<file path="config.mk">
export PLATFORM = sky130hd
export DESIGN_NAME = data_periph_bridge
export DESIGN_NICKNAME = d
export VERILOG_FILES = /design/src/rtl/periph_pkg.sv /design/src/rtl/periph_regs.sv /design/src/rtl/data_periph_bridge.sv
export SDC_FILE = /design/constraint.sdc
export NUM_CORES = 1
export LEC_CHECK = 0
export BUFFER_PORTS_ARGS = -buffer_cell sky130_fd_sc_hd__clkbuf_2
export CAP_MARGIN = 15
export CELL_PAD_IN_SITES_DETAIL_PLACEMENT = 1
export CELL_PAD_IN_SITES_GLOBAL_PLACEMENT = 1
export CORE_ASPECT_RATIO = 1.4
export CORE_UTILIZATION = 42
export CTS_BUF_LIST = sky130_fd_sc_hd__clkbuf_8
export DETAILED_ROUTE_END_ITERATION = 8
export GPL_TIMING_DRIVEN = 0
export MAX_ROUTING_LAYER = met4
export PLACE_DENSITY = 0.85
export SLEW_MARGIN = 10
export SYNTH_ARGS = -nofsm -noshare
export SYNTH_HDL_FRONTEND = slang
export SYNTH_SLANG_ARGS = --single-unit
</file>
<file path="constraint.sdc">
create_clock -name clk_i -period 7.7 [get_ports clk_i]
set_clock_uncertainty 0.05 [all_clocks]
set_input_delay 0 -clock clk_i [delete_from_list [all_inputs] [get_ports clk_i]]
set_output_delay 0 -clock clk_i [all_outputs]
set_load 0.1 [all_outputs]
</file>
<file path="src/rtl/periph_pkg.sv">
// Shared definitions for the core-data bridge and its peripheral register page:
// register offsets, bridge FSM states and the byte-enable merge helper.
package periph_pkg;

    localparam logic [31:0] PERIPH_PAGE_DEFAULT = 32'h3FF;

    localparam logic [11:0] OFF_DISP0   = 12'h000;
    localparam logic [11:0] OFF_DISP1   = 12'h004;
    localparam logic [11:0] OFF_DISP2   = 12'h008;
    localparam logic [11:0] OFF_DISP3   = 12'h00C;
    localparam logic [11:0] OFF_CYCLE   = 12'h010;
    localparam logic [11:0] OFF_SCRATCH = 12'h014;
    localparam logic [11:0] OFF_ERRCNT  = 12'h018;

    localparam logic [7:0] ERRCNT_MAX = 8'hFF;

    typedef enum logic [1:0] {
        ST_IDLE     = 2'd0,
        ST_RAM_WAIT = 2'd1,
        ST_PER_RESP = 2'd2
    } bridge_state_e;

    function automatic logic [31:0] merge_be(input logic [31:0] old_v,
                                             input logic [31:0] new_v,
                                             input logic [3:0]  be);
        logic [31:0] result;
        for (int i = 0; i < 4; i++) begin
            result[8*i +: 8] = be[i] ? new_v[8*i +: 8] : old_v[8*i +: 8];
        end
        return result;
    endfunction

endpackage

</file>
<file path="src/rtl/periph_regs.sv">
// Peripheral register page: four display registers, free-running cycle counter,
// scratch register and a saturating count of unmapped accesses.
module periph_regs
    import periph_pkg::*;
(
    input  logic        clk_i,
    input  logic        rst_i,
    input  logic        acc_i,
    input  logic        we_i,
    input  logic [11:0] off_i,
    input  logic [3:0]  be_i,
    input  logic [31:0] wdata_i,
    output logic [31:0] rdata_o,
    output logic        err_o,
    output logic [31:0] disp0_o,
    output logic [31:0] disp1_o,
    output logic [31:0] disp2_o,
    output logic [31:0] disp3_o
);

    logic [31:0] disp_q [4];
    logic [31:0] disp_d [4];
    logic [31:0] cycle_q, cycle_d;
    logic [31:0] scratch_q, scratch_d;
    logic [7:0]  errcnt_q, errcnt_d;
    logic        wr;

    // Read path sees only the current register state, never a same-cycle write.
    always_comb begin
        rdata_o = '0;
        err_o   = 1'b0;
        case (off_i)
            OFF_DISP0:   rdata_o = disp_q[0];
            OFF_DISP1:   rdata_o = disp_q[1];
            OFF_DISP2:   rdata_o = disp_q[2];
            OFF_DISP3:   rdata_o = disp_q[3];
            OFF_CYCLE:   rdata_o = cycle_q;
            OFF_SCRATCH: rdata_o = scratch_q;
            OFF_ERRCNT:  rdata_o = {24'b0, errcnt_q};
            default:     err_o   = 1'b1;
        endcase
    end

    assign wr = acc_i && we_i && !err_o;

    always_comb begin
        disp_d    = disp_q;
        cycle_d   = cycle_q + 32'd1;
        scratch_d = scratch_q;
        errcnt_d  = errcnt_q;
        if (acc_i && err_o && errcnt_q != ERRCNT_MAX) begin
            errcnt_d = errcnt_q + 8'd1;
        end
        // Clears are applied last so they win over any increment.
        if (wr) begin
            case (off_i)
                OFF_DISP0:   disp_d[0] = merge_be(disp_q[0], wdata_i, be_i);
                OFF_DISP1:   disp_d[1] = merge_be(disp_q[1], wdata_i, be_i);
                OFF_DISP2:   disp_d[2] = merge_be(disp_q[2], wdata_i, be_i);
                OFF_DISP3:   disp_d[3] = merge_be(disp_q[3], wdata_i, be_i);
                OFF_CYCLE:   cycle_d   = '0;
                OFF_SCRATCH: scratch_d = merge_be(scratch_q, wdata_i, be_i);
                OFF_ERRCNT:  errcnt_d  = '0;
                default:     ;
            endcase
        end
    end

    always_ff @(posedge clk_i) begin
        if (rst_i) begin
            disp_q    <= '{default: '0};
            cycle_q   <= '0;
            scratch_q <= '0;
            errcnt_q  <= '0;
        end else begin
            disp_q    <= disp_d;
            cycle_q   <= cycle_d;
            scratch_q <= scratch_d;
            errcnt_q  <= errcnt_d;
        end
    end

    assign disp0_o = disp_q[0];
    assign disp1_o = disp_q[1];
    assign disp2_o = disp_q[2];
    assign disp3_o = disp_q[3];

endmodule

</file>
<file path="src/rtl/data_periph_bridge.sv">
// Splits core data accesses between an external RAM port and the local peripheral
// page; one transaction outstanding, peripheral responses one cycle after grant.
module data_periph_bridge
    import periph_pkg::*;
#(
    parameter int          ADDR_WIDTH  = 22,
    parameter logic [31:0] PERIPH_PAGE = PERIPH_PAGE_DEFAULT
) (
    input  logic                  clk_i,
    input  logic                  rst_i,
    input  logic                  data_req_i,
    input  logic                  data_we_i,
    input  logic [ADDR_WIDTH-1:0] data_addr_i,
    input  logic [3:0]            data_be_i,
    input  logic [31:0]           data_wdata_i,
    output logic                  data_gnt_o,
    output logic                  data_rvalid_o,
    output logic                  data_err_o,
    output logic [31:0]           data_rdata_o,
    output logic                  ram_req_o,
    output logic                  ram_we_o,
    output logic [ADDR_WIDTH-1:0] ram_addr_o,
    output logic [3:0]            ram_be_o,
    output logic [31:0]           ram_wdata_o,
    input  logic                  ram_gnt_i,
    input  logic                  ram_rvalid_i,
    input  logic [31:0]           ram_rdata_i,
    output logic [31:0]           disp0_o,
    output logic [31:0]           disp1_o,
    output logic [31:0]           disp2_o,
    output logic [31:0]           disp3_o
);

    bridge_state_e state_q;
    logic [31:0]   resp_rdata_q;
    logic          resp_err_q;
    logic          is_per, can_accept, per_acc, ram_fwd;
    logic [31:0]   reg_rdata;
    logic          reg_err;

    assign is_per = (data_addr_i[ADDR_WIDTH-1:12] == PERIPH_PAGE[ADDR_WIDTH-13:0]);

    // A new request is accepted when nothing is outstanding, or in the very
    // cycle the outstanding RAM response returns.
    assign can_accept = !rst_i && (state_q != ST_RAM_WAIT || ram_rvalid_i);
    assign per_acc    = can_accept && data_req_i && is_per;
    assign ram_fwd    = can_accept && data_req_i && !is_per;

    assign ram_req_o   = ram_fwd;
    assign ram_we_o    = data_we_i;
    assign ram_addr_o  = data_addr_i;
    assign ram_be_o    = data_be_i;
    assign ram_wdata_o = data_wdata_i;
    assign data_gnt_o  = per_acc || (ram_fwd && ram_gnt_i);

    periph_regs u_regs (
        .clk_i   (clk_i),
        .rst_i   (rst_i),
        .acc_i   (per_acc),
        .we_i    (data_we_i),
        .off_i   (data_addr_i[11:0]),
        .be_i    (data_be_i),
        .wdata_i (data_wdata_i),
        .rdata_o (reg_rdata),
        .err_o   (reg_err),
        .disp0_o (disp0_o),
        .disp1_o (disp1_o),
        .disp2_o (disp2_o),
        .disp3_o (disp3_o)
    );

    always_comb begin
        data_rvalid_o = 1'b0;
        data_rdata_o  = '0;
        data_err_o    = 1'b0;
        if (!rst_i) begin
            case (state_q)
                ST_RAM_WAIT: begin
                    data_rvalid_o = ram_rvalid_i;
                    data_rdata_o  = ram_rdata_i;
                end
                ST_PER_RESP: begin
                    data_rvalid_o = 1'b1;
                    data_rdata_o  = resp_rdata_q;
                    data_err_o    = resp_err_q;
                end
                default: ;
            endcase
        end
    end

    always_ff @(posedge clk_i) begin
        if (rst_i) begin
            state_q      <= ST_IDLE;
            resp_rdata_q <= '0;
            resp_err_q   <= 1'b0;
        end else if (per_acc) begin
            state_q      <= ST_PER_RESP;
            resp_rdata_q <= data_we_i ? 32'd0 : reg_rdata;
            resp_err_q   <= reg_err;
        end else if (ram_fwd && ram_gnt_i) begin
            state_q <= ST_RAM_WAIT;
        end else if (can_accept) begin
            state_q <= ST_IDLE;
        end
    end

endmodule

</file>
# == Word-level counts from Yosys, hierarchy flattened ==
# Cells that the tools add are included.
# totals
out_inout_bits,223
elab_cells,94
in_bits,96
regBits,235
# classes
n_reduce_logical,38
muxes,17
add_sub_neg,2
n_eq_ne,11
# ops
op,count
one-hot mux 32 bit (7 select lines),1
2-to-1 mux 32 bit,4
one-hot mux 32 bit (2 select lines),1
AND reduction 3 bit,20
equality test 12 x 5 -> 1 bit (second input constant),3
adder 32 x 1 -> 32 bit (second input constant),1
equality test 12 x 4 -> 1 bit (second input constant),2
2-to-1 mux 8 bit,3
equality test 12 x 3 -> 1 bit (second input constant),1
logical NOT 12 bit,1
equality test 10 bit (second input constant),1
logical AND 1 bit,9
adder 8 x 1 -> 8 bit (second input constant),1
!= test 8 bit (second input constant),1
OR reduction 7 bit,1
2-to-1 mux 2 bit,3
2-to-1 mux 1 bit,4
nonzero test 3 bit,1
equality test 2 x 1 -> 1 bit (second input constant),1
equality test 2 bit (second input constant),1
logical NOT 1 bit,2
logical OR 1 bit,2
!= test 2 x 1 -> 1 bit (second input constant),1
one-hot mux 1 bit (2 select lines),1
2 further kinds,2

# == Logic depth before layout (Yosys ltp) ==
# Gate-level depths: netlist (run 1).
# logic_depth
depth_word,10
depth_mapped,10
ltp_nobuf,7

# == Cells and area by module ==
# From an unflattened synthesis (run 1), not the netlist that was laid out.
# hier_totals
cells_unflattened,1331
hier_area_um2,12190.4
# modules_own_cells
mod,seq_area_each_um2,area_each_um2,cells_per_inst,instances
periph_regs,4003.8,9826.9,1017,1
data_periph_bridge,700.7,2363.5,314,1

# == Worst setup path after synthesis (run 1) ==
# Ideal clock, no wire load.
# synth_timing
kind,register to output
start,reg state_q[1]
end,out data_gnt_o
arrival_time_ns,3.374
setup_slack_ns,4.276
required_time_ns,7.650
n_path_buf,2
path_stages_with_launch,10
cell_sequence,dfxtp_1 -> inv_1 -> ha_1 -> buf_6 -> nor2b_4 -> buf_6 -> or2_2 -> nor2_1 -> nand2_1 -> nand2_1
# synth_between
elab_chain_len,7
word_cells_on_any_way,8
classes_between,eq/ne: 1; reduce/logical: 7
# synth_rtl
item,line,rtl
"start, declared",data_periph_bridge.sv:34,bridge_state_e state_q;
"start signal, assigned",data_periph_bridge.sv:94,state_q <= ST_IDLE;
"start signal, assigned",data_periph_bridge.sv:98,state_q <= ST_PER_RESP;
"start signal, assigned",data_periph_bridge.sv:102,state_q <= ST_RAM_WAIT;
!= test 2 x 1 -> 1 bit,data_periph_bridge.sv:45,assign can_accept = !rst_i && (state_q != ST_RAM_WAIT || ram_rvalid_i);
logical OR 1 bit,data_periph_bridge.sv:45,
logical AND 1 bit,data_periph_bridge.sv:45,
logical AND 1 bit (2 in a row),data_periph_bridge.sv:47,assign ram_fwd = can_accept && data_req_i && !is_per;
via ram_req_o,data_periph_bridge.sv:20,"output logic ram_req_o,"
logical AND 1 bit,data_periph_bridge.sv:54,assign data_gnt_o = per_acc || (ram_fwd && ram_gnt_i);
logical OR 1 bit,data_periph_bridge.sv:54,
"end, declared",data_periph_bridge.sv:16,"output logic data_gnt_o,"
# The timed path passes the listed nets, and every way through them passes these cells.

# == Worst setup path after layout (run 1) ==
# layout_timing
start,reg state_q[1]
end,reg u_regs.scratch_q[25]
# layout_between
elab_chain_len,8
# layout_rtl
item,line,rtl
!= test 2 x 1 -> 1 bit,data_periph_bridge.sv:45,
logical OR 1 bit,data_periph_bridge.sv:45,
logical AND 1 bit,data_periph_bridge.sv:45,
logical AND 1 bit (2 in a row),data_periph_bridge.sv:46,assign per_acc = can_accept && data_req_i && is_per;
logical AND 1 bit (2 in a row),periph_regs.sv:44,assign wr = acc_i && we_i && !err_o;
AND reduction 3 bit (no line),n/a,
"end signal, assigned",periph_regs.sv:78,scratch_q <= scratch_d;
"end, declared",periph_regs.sv:24,"logic [31:0] scratch_q, scratch_d;"
# Every way passes these cells.
# A chain may end at the register's enable or synchronous reset.

==> impl_results.md, run 1 <==
* Vias at 11.2k
* HPWL after DPL at 32.6 mm
* DRT antenna net count at 0
* Initial Util at 42.8%
* Reg2Reg Depth at 10
* Global-route wire length before repair at 69.2 mm
* Fillers at 3,131
* Worst r2r src: state_q[1]
* CP Capture Type: register
* Number of flops mapped to enable cells by yosys at 0
* Busiest grt layer: met2
* Mean area per synthesized cell at 9.32 µm²
* Critical Path, Cell by Cell: inv_1, ha_1, buf_6, nor2b_4, buf_6, nor4b_2, nand4_4, mux2i_1, dlygate4sd3_1, nor2_1
* Synth cell types at 56
* Share of post-route cells with drive strength above 1 at 30.2%
* Critical path buffer and inverter count at 4
* Status: finished clean
* Area growth, synth to finish at 28.3%
* Hold path depth at 3
* Commonest non-fill, non-tap cell in the layout: clkbuf_2
* Synth Flop Type: dfxtp_1
* Critical Path RT at 8.05 ns
* Leak at 6.93 nW
* Asr flop ratio synth at 0%
* Syn nets at 1,300
* Post-layout util at 55.0%
* Post-CTS resize count at 0
* Crit path time final at 3.36 ns
* CTS Sinks at 235
* Die footprint at 27,300 µm²
* Slowest stage delay, CP at 0.90 ns
* Seq/Total Area, Yosys at 42.1%
* Crit-path leading delay family: simple AND/OR/NAND/NOR gates
* Core area at 26,100 µm²
* Pins Over Slew Limit at 0
* Most frequent cell on the critical path: buf_6
* Reg-to-reg setup timing slack at 4.34 ns
* CP max FO at 8
* Via/cell ratio at 5.72
* DIE WIDTH at 140 µm
* Row cnt at 70
* Gp weighted congestion at 0.942
* Worst Hold End: u_regs.cycle_q[18]
* Final Hold Fails at 0
* Ys Warns at 0
* Met3 usage at 6.42%
* WL per Instance at 23.4 µm
* Drt drc at 0
* Max Root-Sink Buffers at 3
* Final setup TNS at 0 ns
* Critical-path top delay cell: nor4b_2
* Final WL at 45.7 mm
* H-tree depth at 2
* Port bufs at 317
* Crit Reg-Reg Endpoint: u_regs.scratch_q[25]
* Clock slew at reported path FFs at 0.07 ns
* Arrival time worst endpoint at 3.72 ns
* Drt pass-1 iters at 6
* Final setup fails at 0
* Pwr/cell area at 183 nW/µm²
* Maximum clock frequency at 297 MHz
* CTS tree: yes
* Met2 usage at 59.1%
* Hold slack at 0.0949 ns
* Period utilisation layout at 43.7%
* Critical setup path kind: reg2reg
* GR Overflow Total at 0
* NumNets Final at 1,700
* GRT Overall Usage at 34.2%
* Worst Hold Class: in2reg
* Drt initial violations at 832
* GR Util met1 at 36.1%
* Setup crit start kind: register
* CP Launch Point: state_q[1]
* VDD IR max at 0.134 mV
* Pin count of the biggest net entering global routing at 11
* Slew @ Worst Pin at 1.23 ns
* Synth Instances at 1,200
* CTS root buf: clkbuf_8
* Most frequent cells in the layout: clkbuf_2 (318), nor2_1 (265), dfxtp_1 (235), mux2i_1 (186)
* Initial antenna violation count at 1
* Max-slew headroom at 17.0%
* Clk_lat worst skew at 0.55 ns
* RSZ-0062 raised after global routing: false
* Cts bufs inserted at 37
* Register bit total from synthesis at 235
* Power, Total at 2.62 mW
* Max Cap Violations at 0
* Hold_sp: rst_i
* IO Count at 319
* Vias in the first global route at 11.8k
* Die Ht at 195 µm
* Cell area after synthesis at 11,200 µm²
## how the worst max path moves through the flow
stage               slack, ns  cells after the start                    to
floorplan                4.28                      9            data_gnt_o
global placement         4.32                      7      resp_rdata_q[17]
detailed placement       4.26                      7      resp_rdata_q[20]
CTS                      4.38                     10  u_regs.scratch_q[25]
global route             4.19                     10   u_regs.scratch_q[7]
finish                   4.34                     10  u_regs.scratch_q[25]
## tightest hold or removal path, cell delays in order
cell and delay (ns):
clkbuf_1 0.18, nand2b_1 0.31, nor2b_1 0.16
## logic make-up after synthesis
group	Yosys count	synth area share, %
and+or+nand+nor	438	19.0
DFF	235	42.1
muxes	202	19.5
AOI/OAI and AO/OA	147	9.42
buffers and inverters	144	7.20
xor gates and xnor gates	30	2.35
adders and majority gates	4	0.448
## flip-flops by register name, summed over array words and instances, names as in the netlist
name	flops
resp_rdata_q	32
u_regs.cycle_q	32
u_regs.disp0_o	32
u_regs.disp1_o	32
u_regs.disp2_o	32
u_regs.disp3_o	32
u_regs.scratch_q	32
u_regs.errcnt_q	8
state_q	2
resp_err_q	1
## report_power, final
group / internal [mW] / switching, mW / leakage [nW]
sequential: 1.22 / 0.00326 / 1.89
combinational: 0.0827 / 0.243 / 4.61
clock: 0.558 / 0.515 / 0.427
## routing by layer
layer / vias up / part of all wire (%)
met1: 5419 / 36
met3: 166 / 7.3
met2: 566 / 51
met5: - / 0
li1: 5004 / -
met4: 0 / 5.7
## synth_stat cells (all sizes together) (11+ instances only)
| library cell | n | area [µm²] |
|---|---|---|
| xor2 | 22 | 193 |
| a221oi | 14 | 123 |
| nand3 | 17 | 85.1 |
| nor2 | 265 | 995 |
| nand2 | 59 | 221 |
| a22oi | 38 | 285 |
| nor3 | 11 | 60.1 |
| mux2i | 186 | 1860 |
| dfxtp | 235 | 4700 |
| buf | 82 | 572 |
| clkbuf | 53 | 199 |
| a221o | 15 | 150 |
| o21ai | 40 | 200 |
| mux4 | 12 | 270 |
| nand4 | 29 | 304 |
| a21oi | 14 | 70.1 |
## area by class of cell
| type | instances | area, µm² | area share, % |
|---|---|---|---|
| Antenna cell | 1 | 2.50 | 0.0174 |
| Multi-Input combinational cell | 821 | 5680 | 39.6 |
| Tap cell | 324 | 405 | 2.83 |
| Sequential cell | 235 | 4700 | 32.8 |
| Inverter | 9 | 33.8 | 0.236 |
| Buffer | 135 | 771 | 5.37 |
| Timing Repair Buffer | 361 | 2020 | 14.1 |
| Clock buffer | 48 | 661 | 4.61 |
| Clock inverter | 16 | 67.6 | 0.471 |
## metrics by stage
step	worst slack [ns]	std cells	area [µm²]
floorplan	4.28	1200	11200
global placement	4.32	1841	13200
detailed placement	4.26	1841	13200
CTS	4.38	1948	14300
global route	4.19	1950	14300
finish	4.34	1950	14300
## repair_timing
action	CTS	global route
endpoints found under the hold margin	163	0
hold buffers	43	0
setup buffers	0	0
(Power assumes the default switching activity.)
==> run 2, diff against run 1 <==
ABC_AREA = 1   (was default)
CORE_UTILIZATION = 38   (was 42)
PLACE_DENSITY = 0.83   (was 0.85)
clock period = 3.1 ns   (was 7.7 ns; I/O delays follow)
==> run 2 against run 1 <==
Compared with the run above:
- worst setup slack got worse by 4.1 ns
- synthesized cell count increased by 59%
- register-to-register slack got worse by 4.0 ns
- sequential power increased by 150%
- combinational power increased by 120%
- first-iteration DRC count increased by 19%
- largest cell class unchanged
- global-route usage decreased by 0.20 points
- sequential share of layout area decreased by 2.6 points
- power increased by 150%
- clock-buffer cell count increased by 1
==> impl_results.md, run 2 <==
* WL per Instance at 20.2 µm (was 23.4 µm)
* Share of the synthesized area in the top cell type at 38.2% (was 42.1%)
* Crit path time final at 2.84 ns
* Seq/Total Area, Yosys at 38.2% (was 42.1%)
* Fillers at 4,386 (was 3,131)
* Core area at 31,800 µm² (was 26,100 µm²)
* CTS tree: yes (unchanged)
* CTS root buf: clkbuf_8 (unchanged)
* Status: finished clean (unchanged)
* Maximum clock frequency at 352 MHz
* Cell area after synthesis at 12,300 µm² (was 11,200 µm²)
* Max Cap Violations at 0 (unchanged)
* Mean area per synthesized cell at 6.46 µm² (was 9.32 µm²)
* Pwr/cell area at 415 nW/µm² (was 183 nW/µm²)
* Commonest non-fill, non-tap cell in the layout: nand2_1 (was clkbuf_2)
* Slowest stage delay, CP at 0.46 ns (was 0.90 ns)
* Drt drc at 0 (unchanged)
* Crit-path leading delay family: buffers and inverters (was simple AND/OR/NAND/NOR gates)
* Finished Layout Cells at 2,730 (was 1,950)
* Dpl ws at 0.197 ns (was 4.26 ns)
* Max-slew headroom at 25.5% (was 17.0%)
* Pin count of the biggest net entering global routing at 11 (unchanged)
* Die footprint at 33,200 µm² (was 27,300 µm²)
* GRT Overall Usage at 34.0% (was 34.2%)
* Initial antenna violation count at 3 (was 1)
* Synth Flop Type: dfxtp_1 (unchanged)
* DIE WIDTH at 154 µm (was 140 µm)
* Global-route wire length before repair at 82.6 mm (was 69.2 mm)
* Initial Util at 38.8% (was 42.8%)
* Synth cell types at 35 (was 56)
* Via/cell ratio at 5.16 (was 5.72)
* Final Hold Fails at 0 (unchanged)
* Area of the multi-input gates at 5890 µm² (was 5680 µm²)
* Ys Warns at 0 (unchanged)
* Critical Path, Cell by Cell: inv_1, ha_1, buf_2, a21oi_2, nand2_1, nor2_1, inv_1, nand2_1, clkbuf_2 (was inv_1, ha_1, buf_6, nor2b_4, buf_6, nor4b_2, nand4_4, mux2i_1, dlygate4sd3_1, nor2_1)
* Synth Instances at 1,906 (was 1,200)
* Arrival time worst endpoint at 2.79 ns (was 3.72 ns)
* Top-count cell post-synth: nand2_1 (was nor2_1)
* Critical-path top delay cell: clkbuf_2 (was nor4b_2)
* Power, Total at 6.46 mW (was 2.62 mW)
* Port bufs at 317 (unchanged)
* Row cnt at 77 (was 70)
* Max Root-Sink Buffers at 3 (unchanged)
* Worst Hold Class: in2reg (unchanged)
* Critical setup path kind: reg2out (was reg2reg)
* CP max FO at 8 (unchanged)
* Register bit total from synthesis at 235 (unchanged)
* Leak at 7.76 nW (was 6.93 nW)
* Drt pass-1 iters at 5 (was 6)
* Drt initial violations at 993 (was 832)
* Final WL at 55.2 mm (was 45.7 mm)
* Die Ht at 215 µm (was 195 µm)
* CTS Sinks at 235 (unchanged)
* DP Cell Count at 2,618 (was 1,841)
* Area growth, synth to finish at 26.3% (was 28.3%)
* Cts bufs inserted at 39 (was 37)
* GR Overflow Total at 0 (unchanged)
* Final setup TNS at 0 ns (unchanged)
* Top cells by count, synth: nand2_1 (601), nor2_1 (405), dfxtp_1 (235), inv_1 (203), buf_4 (59) (was nor2_1 (265), dfxtp_1 (235), mux2i_1 (186), buf_4 (59), nand2_1 (59))
* Pins Over Slew Limit at 0 (unchanged)
* Clock slew at reported path FFs at 0.06 ns (was 0.07 ns)
* Period utilisation layout at 91.6%
* CP Capture Type: output port (was register)
* VDD IR max at 0.262 mV (was 0.134 mV)
* Most frequent cells in the layout: nand2_1 (601), nor2_1 (405), clkbuf_2 (317), dfxtp_1 (235), inv_1 (221) (was clkbuf_2 (318), nor2_1 (265), dfxtp_1 (235), mux2i_1 (186))
* Synth top area cells: dfxtp_1 (38%), nand2_1 (18%), nor2_1 (12%) (was dfxtp_1 (42%), mux2i_1 (17%), nor2_1 (8.9%))
* Share of post-route cells with drive strength above 1 at 21.4% (was 30.2%)
* Placed standard-cell area at 14,400 µm² (was 13,200 µm²)
* Post-layout util at 49.0% (was 55.0%)
* Gp weighted congestion at 0.966 (was 0.942)
* Final setup fails at 0 (unchanged)
* Vias at 14.1k (was 11.2k)
* DRT antenna net count at 0 (unchanged)
* Post-CTS resize count at 0 (unchanged)
* Critical path buffer and inverter count at 4 (unchanged)
* RSZ-0062 raised after global routing: false (unchanged)
* Largest area contributor in the netlist: dfxtp_1 (unchanged)
* Number of flops mapped to enable cells by yosys at 0 (unchanged)
* HPWL after DPL at 42.0 mm (was 32.6 mm)
* Hold slack at 0.0176 ns (was 0.0949 ns)
* Clk_lat worst skew at 0.58 ns (was 0.55 ns)
* FF/Latch Area at 4700 µm² (unchanged)
* NumNets Final at 2,405 (was 1,700)
* Fin worst setup slack at 0.259 ns (was 4.34 ns)
* Setup crit start kind: register (unchanged)
* Critical Path RT at 3.05 ns (was 8.05 ns)
* Asr flop ratio synth at 0% (unchanged)
* H-tree depth at 2 (unchanged)
* Design Area, Final at 15,600 µm² (was 14,300 µm²)
* Slew @ Worst Pin at 1.11 ns (was 1.23 ns)
* Vias in the first global route at 14.3k (was 11.8k)
* IO Count at 319 (unchanged)
* Syn nets at 2,006 (was 1,300)
## run 2: changes by cell type after synthesis, moves of 14 or more
cell	before	now
inv_1	9	203
nor2_1	265	405
nand4_1	15	29
nand2_1	59	601
mux2i_1	186	0
nor3_1	10	24
a221o_1	15	0
a22oi_1	38	0
a221oi_1	14	0
a21oi_1	14	57
nand3_4	0	17
o22ai_1	2	41
## run 2: per-layer routing
metal	wire length, µm	up-vias	global-route usage (%)
li1	-	6623	-
met1	21200	6729	36.0
met2	27800	543	59.7
met3	3300	183	6.23
met4	2890	0	17.7
met5	0	-	-
## run 2: report_power, final
group	switching [mW]	total (mW)	internal [mW]
sequential	0.00360	3.03	3.02
clock	1.31	2.73	1.41
combinational	0.541	0.710	0.169
## run 2: repair_timing
action,4_1_cts,5_1_grt
hold buffers,41,0
hold endpoints to repair,175,0
buffers inserted,0,0
## run 2: worst paths after layout
kind / start / to / slack (ns) / cells after the start
worst min register to register: resp_rdata_q[6] / resp_rdata_q[6] / 0.40 / 2
worst max-delay path: state_q[1] / data_gnt_o / 0.26 / 9
worst max register to register: state_q[1] / resp_rdata_q[11] / 0.30 / 11
worst min-delay path: data_addr_i[13] / u_regs.cycle_q[2] / 0.02 / 6
## run 2: worst reg2reg max path: stages (launching register included)
cell and delay (ns):
dfxtp_1 0.36, inv_1 0.05, ha_1 0.17, buf_2 0.17, a21oi_2 0.22, nand2_1 0.14, nor2_1 0.32, nand2_1 0.11
nor2_2 0.34, buf_2 0.42, o21ai_1 0.30, nand2_1 0.11
## run 2: kinds of logic after synthesis
kind of cell    Yosys count  share of synthesized area, %
compound gates          162                          7.43
xor+xnor                 25                          1.78
fa+ha+maj                 4                         0.406
buf+inv                 353                          14.0
flops                   235                          38.2
simple gates           1127                          38.2
## run 2: final cells by class
type,instances,area share (%)
multi-input combinational,1318,37.8
sequential,235,30.2
timing repair buffer,358,12.8
buffer,140,5.96
inverter,213,5.14
clock buffer,49,4.33
tap,395,3.17
clock inverter,19,0.466
antenna,3,0.0482
==> run 3, diff against run 2 <==
--- a/config.mk
+++ b/config.mk
@@ -16,2 +16,3 @@
 export DETAILED_ROUTE_END_ITERATION = 8
+export GPL_ROUTABILITY_DRIVEN = 1
 export GPL_TIMING_DRIVEN = 0
==> constraint.sdc (replaced) <==
create_clock -name clk_i -period 3.1 [get_ports clk_i]
set_clock_uncertainty 0.05 [all_clocks]
set_input_delay 0.31 -clock clk_i [delete_from_list [all_inputs] [get_ports clk_i]]
set_output_delay 0.31 -clock clk_i [all_outputs]
set_load 0.1 [all_outputs]
==> run 3 against run 2 <==
Compared with the run above:
- non-clock buffer count decreased by 41
- first-iteration DRC count down 16%
- final cell count down 1.5%
- via count decreased by 1.8%
- clock power grew 4%
- core utilization fell by 1.1 points
- combinational power is 5.9% lower
- largest cell class unchanged
==> impl_results.md, run 3 (synthesized netlist as in run 2, its figures left out) <==
* Area growth, synth to finish at 23.5% (was 26.3%)
* Comb pwr share at 10.2% (was 11.0%)
* Critical Path RT at 2.74 ns (was 3.05 ns)
* Period utilisation layout at 94.7% (was 91.6%)
* Status: finished clean (unchanged)
* Final WL at 54.1 mm (was 55.2 mm)
* Vias in the first global route at 13.8k (was 14.3k)
* Reg-to-reg setup timing slack at 0.42 ns (was 0.30 ns)
* Pwr/cell area at 430 nW/µm² (was 415 nW/µm²)
* Net Sw Power at 1.86 mW (about the same)
* DP Cell Count at 2,618 (unchanged)
* Critical Path, Cell by Cell: inv_1, ha_1, clkbuf_1, clkbuf_1, nand2_1, a21oi_1, clkbuf_4 (was inv_1, ha_1, buf_2, a21oi_2, nand2_1, nor2_1, inv_1, nand2_1, clkbuf_2)
* Share of post-route cells with drive strength above 1 at 22.2% (was 21.4%)
* HPWL after DPL at 41.9 mm (was 42.0 mm)
* IO Count at 319 (unchanged)
* Seq pwr share at 46.3% (was 46.8%)
* Cts bufs inserted at 39 (unchanged)
* CTS Sinks at 235 (unchanged)
* Pins Over Slew Limit at 0 (unchanged)
* Reg2Reg Depth at 11 (unchanged)
* Initial Util at 38.8% (unchanged)
* Clk_lat worst skew at 0.57 ns (was 0.58 ns)
* Crit path time final at 2.94 ns (was 2.84 ns)
* Pin count of the biggest net entering global routing at 11 (unchanged)
* Global-route wire length before repair at 81.1 mm (was 82.6 mm)
* Crit Reg-Reg Endpoint: resp_rdata_q[11] (unchanged)
* Drt drc at 0 (unchanged)
* Via/cell ratio at 5.14 (was 5.16)
* Arrival time worst endpoint at 2.58 ns (was 2.79 ns)
* Worst r2r src: state_q[1] (unchanged)
* Max Root-Sink Buffers at 3 (unchanged)
* FF/Latch Area at 4700 µm² (unchanged)
* GRT Overall Usage at 33.4% (was 34.0%)
* CP max FO at 10 (was 8)
* GR Overflow Total at 0 (unchanged)
* Drt pass-1 iters at 5 (unchanged)
* Worst Hold Class: in2reg (unchanged)
* Slowest stage delay, CP at 0.42 ns (was 0.46 ns)
* Final setup fails at 0 (unchanged)
* CTS tree: yes (unchanged)
* Vias at 13.8k (was 14.1k)
* Leak at 7.60 nW (was 7.76 nW)
* CP Capture Type: output port (unchanged)
* Slew @ Worst Pin at 1.06 ns (was 1.11 ns)
* Final setup TNS at 0 ns (unchanged)
* Core area at 31,800 µm² (unchanged)
* DRT antenna net count at 0 (unchanged)
* Maximum clock frequency at 341 MHz (was 352 MHz)
* Max layer used: met4 (unchanged)
* Most frequent cell on the critical path: clkbuf_1
* Area of the multi-input gates at 5900 µm² (was 5890 µm²)
* VDD IR max at 0.259 mV (was 0.262 mV)
* NumNets Final at 2,364 (was 2,405)
* Clock slew at reported path FFs at 0.06 ns (about the same)
* Commonest non-fill, non-tap cell in the layout: nand2_1 (unchanged)
* Drt initial violations at 839 (was 993)
* DIE WIDTH at 154 µm (unchanged)
* Routed length on met3 at 2.97 mm (was 3.30 mm)
* Critical setup path kind: reg2out (unchanged)
* Most frequent cells in the layout: nand2_1 (601), nor2_1 (404), clkbuf_2 (314), dfxtp_1 (235), inv_1 (215) (was nand2_1 (601), nor2_1 (405), clkbuf_2 (317), dfxtp_1 (235), inv_1 (221))
* RSZ-0062 raised after global routing: false (unchanged)
* # hold bufs at CTS at 0 (was 41)
* Worst setup endpoint: data_rdata_o[13] (was data_gnt_o)
* Max Cap Violations at 0 (unchanged)
* Gp weighted congestion at 0.930 (was 0.966)
* Wl on met1 at 21.2 mm (about the same)
* CP Launch Point: state_q[0] (was state_q[1])
* Fillers at 4,398 (was 4,386)
* Internal power at 4.67 mW (was 4.60 mW)
* Row cnt at 77 (unchanged)
* CTS root buf: clkbuf_8 (unchanged)
* Switching share of power at 28.5% (was 28.8%)
* Initial antenna violation count at 2 (was 3)
* H-tree depth at 2 (unchanged)
* Die Ht at 215 µm (unchanged)
* Setup crit start kind: register (unchanged)
* Final Hold Fails at 0 (unchanged)
* Max-slew headroom at 29.2% (was 25.5%)
* WL per Instance at 20.1 µm (was 20.2 µm)
* Port bufs at 317 (unchanged)
* Clock share of power at 43.5% (was 42.2%)
* Finished Layout Cells at 2,689 (was 2,730)
* Die footprint at 33,200 µm² (unchanged)
* Met2 WL at 27.2 mm (was 27.8 mm)
* Critical-path top delay cell: clkbuf_1 (was clkbuf_2)
[run 3: cell count changes in the layout (fill, tap and decap cells not counted)]
cell	before	now
nor3_1	24	23
nor2_2	5	6
inv_1	221	215
clkbuf_8	49	53
nor3_2	1	2
dlygate4sd3_1	41	0
nor2_1	405	404
clkinv_2	1	3
clkbuf_2	317	314
clkbuf_4	0	3
[run 3: metal layers]
metal | up-vias | GRT usage, %
li1 | 6539 | -
met1 | 6647 | 36.3
met2 | 495 | 58.9
met3 | 141 | 5.18
met4 | 0 | 15.9
met5 | - | -
[run 3: how the worst min path moves through the flow]
stage	to	cells after the start	slack, ns	from
after floorplan	u_regs.cycle_q[0]	1	0.37	u_regs.cycle_q[0]
after global placement	u_regs.cycle_q[0]	1	0.38	u_regs.cycle_q[0]
after detailed placement	resp_rdata_q[10]	2	0.39	resp_rdata_q[10]
after CTS	u_regs.disp1_o[14]	3	0.004	data_wdata_i[14]
after global routing	u_regs.disp2_o[14]	3	0.04	data_wdata_i[14]
final	state_q[1]	4	0.03	ram_rvalid_i
[run 3: critical path: cells and delay by family (launching register included)]
family                     cells  cell delay, ns
buffers and inverters          4            1.14
AOI/OAI and AO/OA              1            0.27
and+or+nand+nor                1            0.13
DFF                            1            0.31
adders and majority gates      1            0.14
[run 3: layout make-up]
cell class                      instances  area share (%)
Timing Repair Buffer                  317            10.5
Antenna cell                            3          0.0493
Clock buffer                           53            4.79
Sequential cell                       235            30.9
Clock inverter                         15           0.395
Buffer                                140            6.09
Multi-Input combinational cell       1318            38.8
Tap cell                              395            3.25
Inverter                              213            5.26
[run 3: timing repair]
action,4_1_cts,5_1_grt
endpoints found under the setup margin,0,3
gates resized for setup,0,7
setup buffers,0,0
[run 3: metrics by stage]
stage / setup WS [ns] / hold slack (ns) / power [mW] / instance area [µm²] / util (%)
after floorplan: 0.239 / 0.367 / 3.55 / 12300 / -
after global placement: 0.0420 / 0.378 / 3.75 / 14400 / 45.3
after detailed placement: 0.00447 / 0.394 / 3.76 / 14400 / 45.3
after CTS: 0.00140 / 0.00396 / 6.57 / 15200 / 47.8
after global routing: 0.000157 / 0.0434 / 6.72 / 15200 / 47.8
final: 0.165 / 0.0286 / 6.54 / 15200 / 47.9
[run 3: power groups by stage]
stage / clock (mW) / sequential (mW) / combinational (mW)
after detailed placement: 0 / 3.09 / 0.665
after global routing: 3.00 / 3.03 / 0.693
after floorplan: 0 / 3.09 / 0.456
after CTS: 2.88 / 3.03 / 0.667
final: 2.84 / 3.03 / 0.668
after global placement: 0 / 3.09 / 0.659
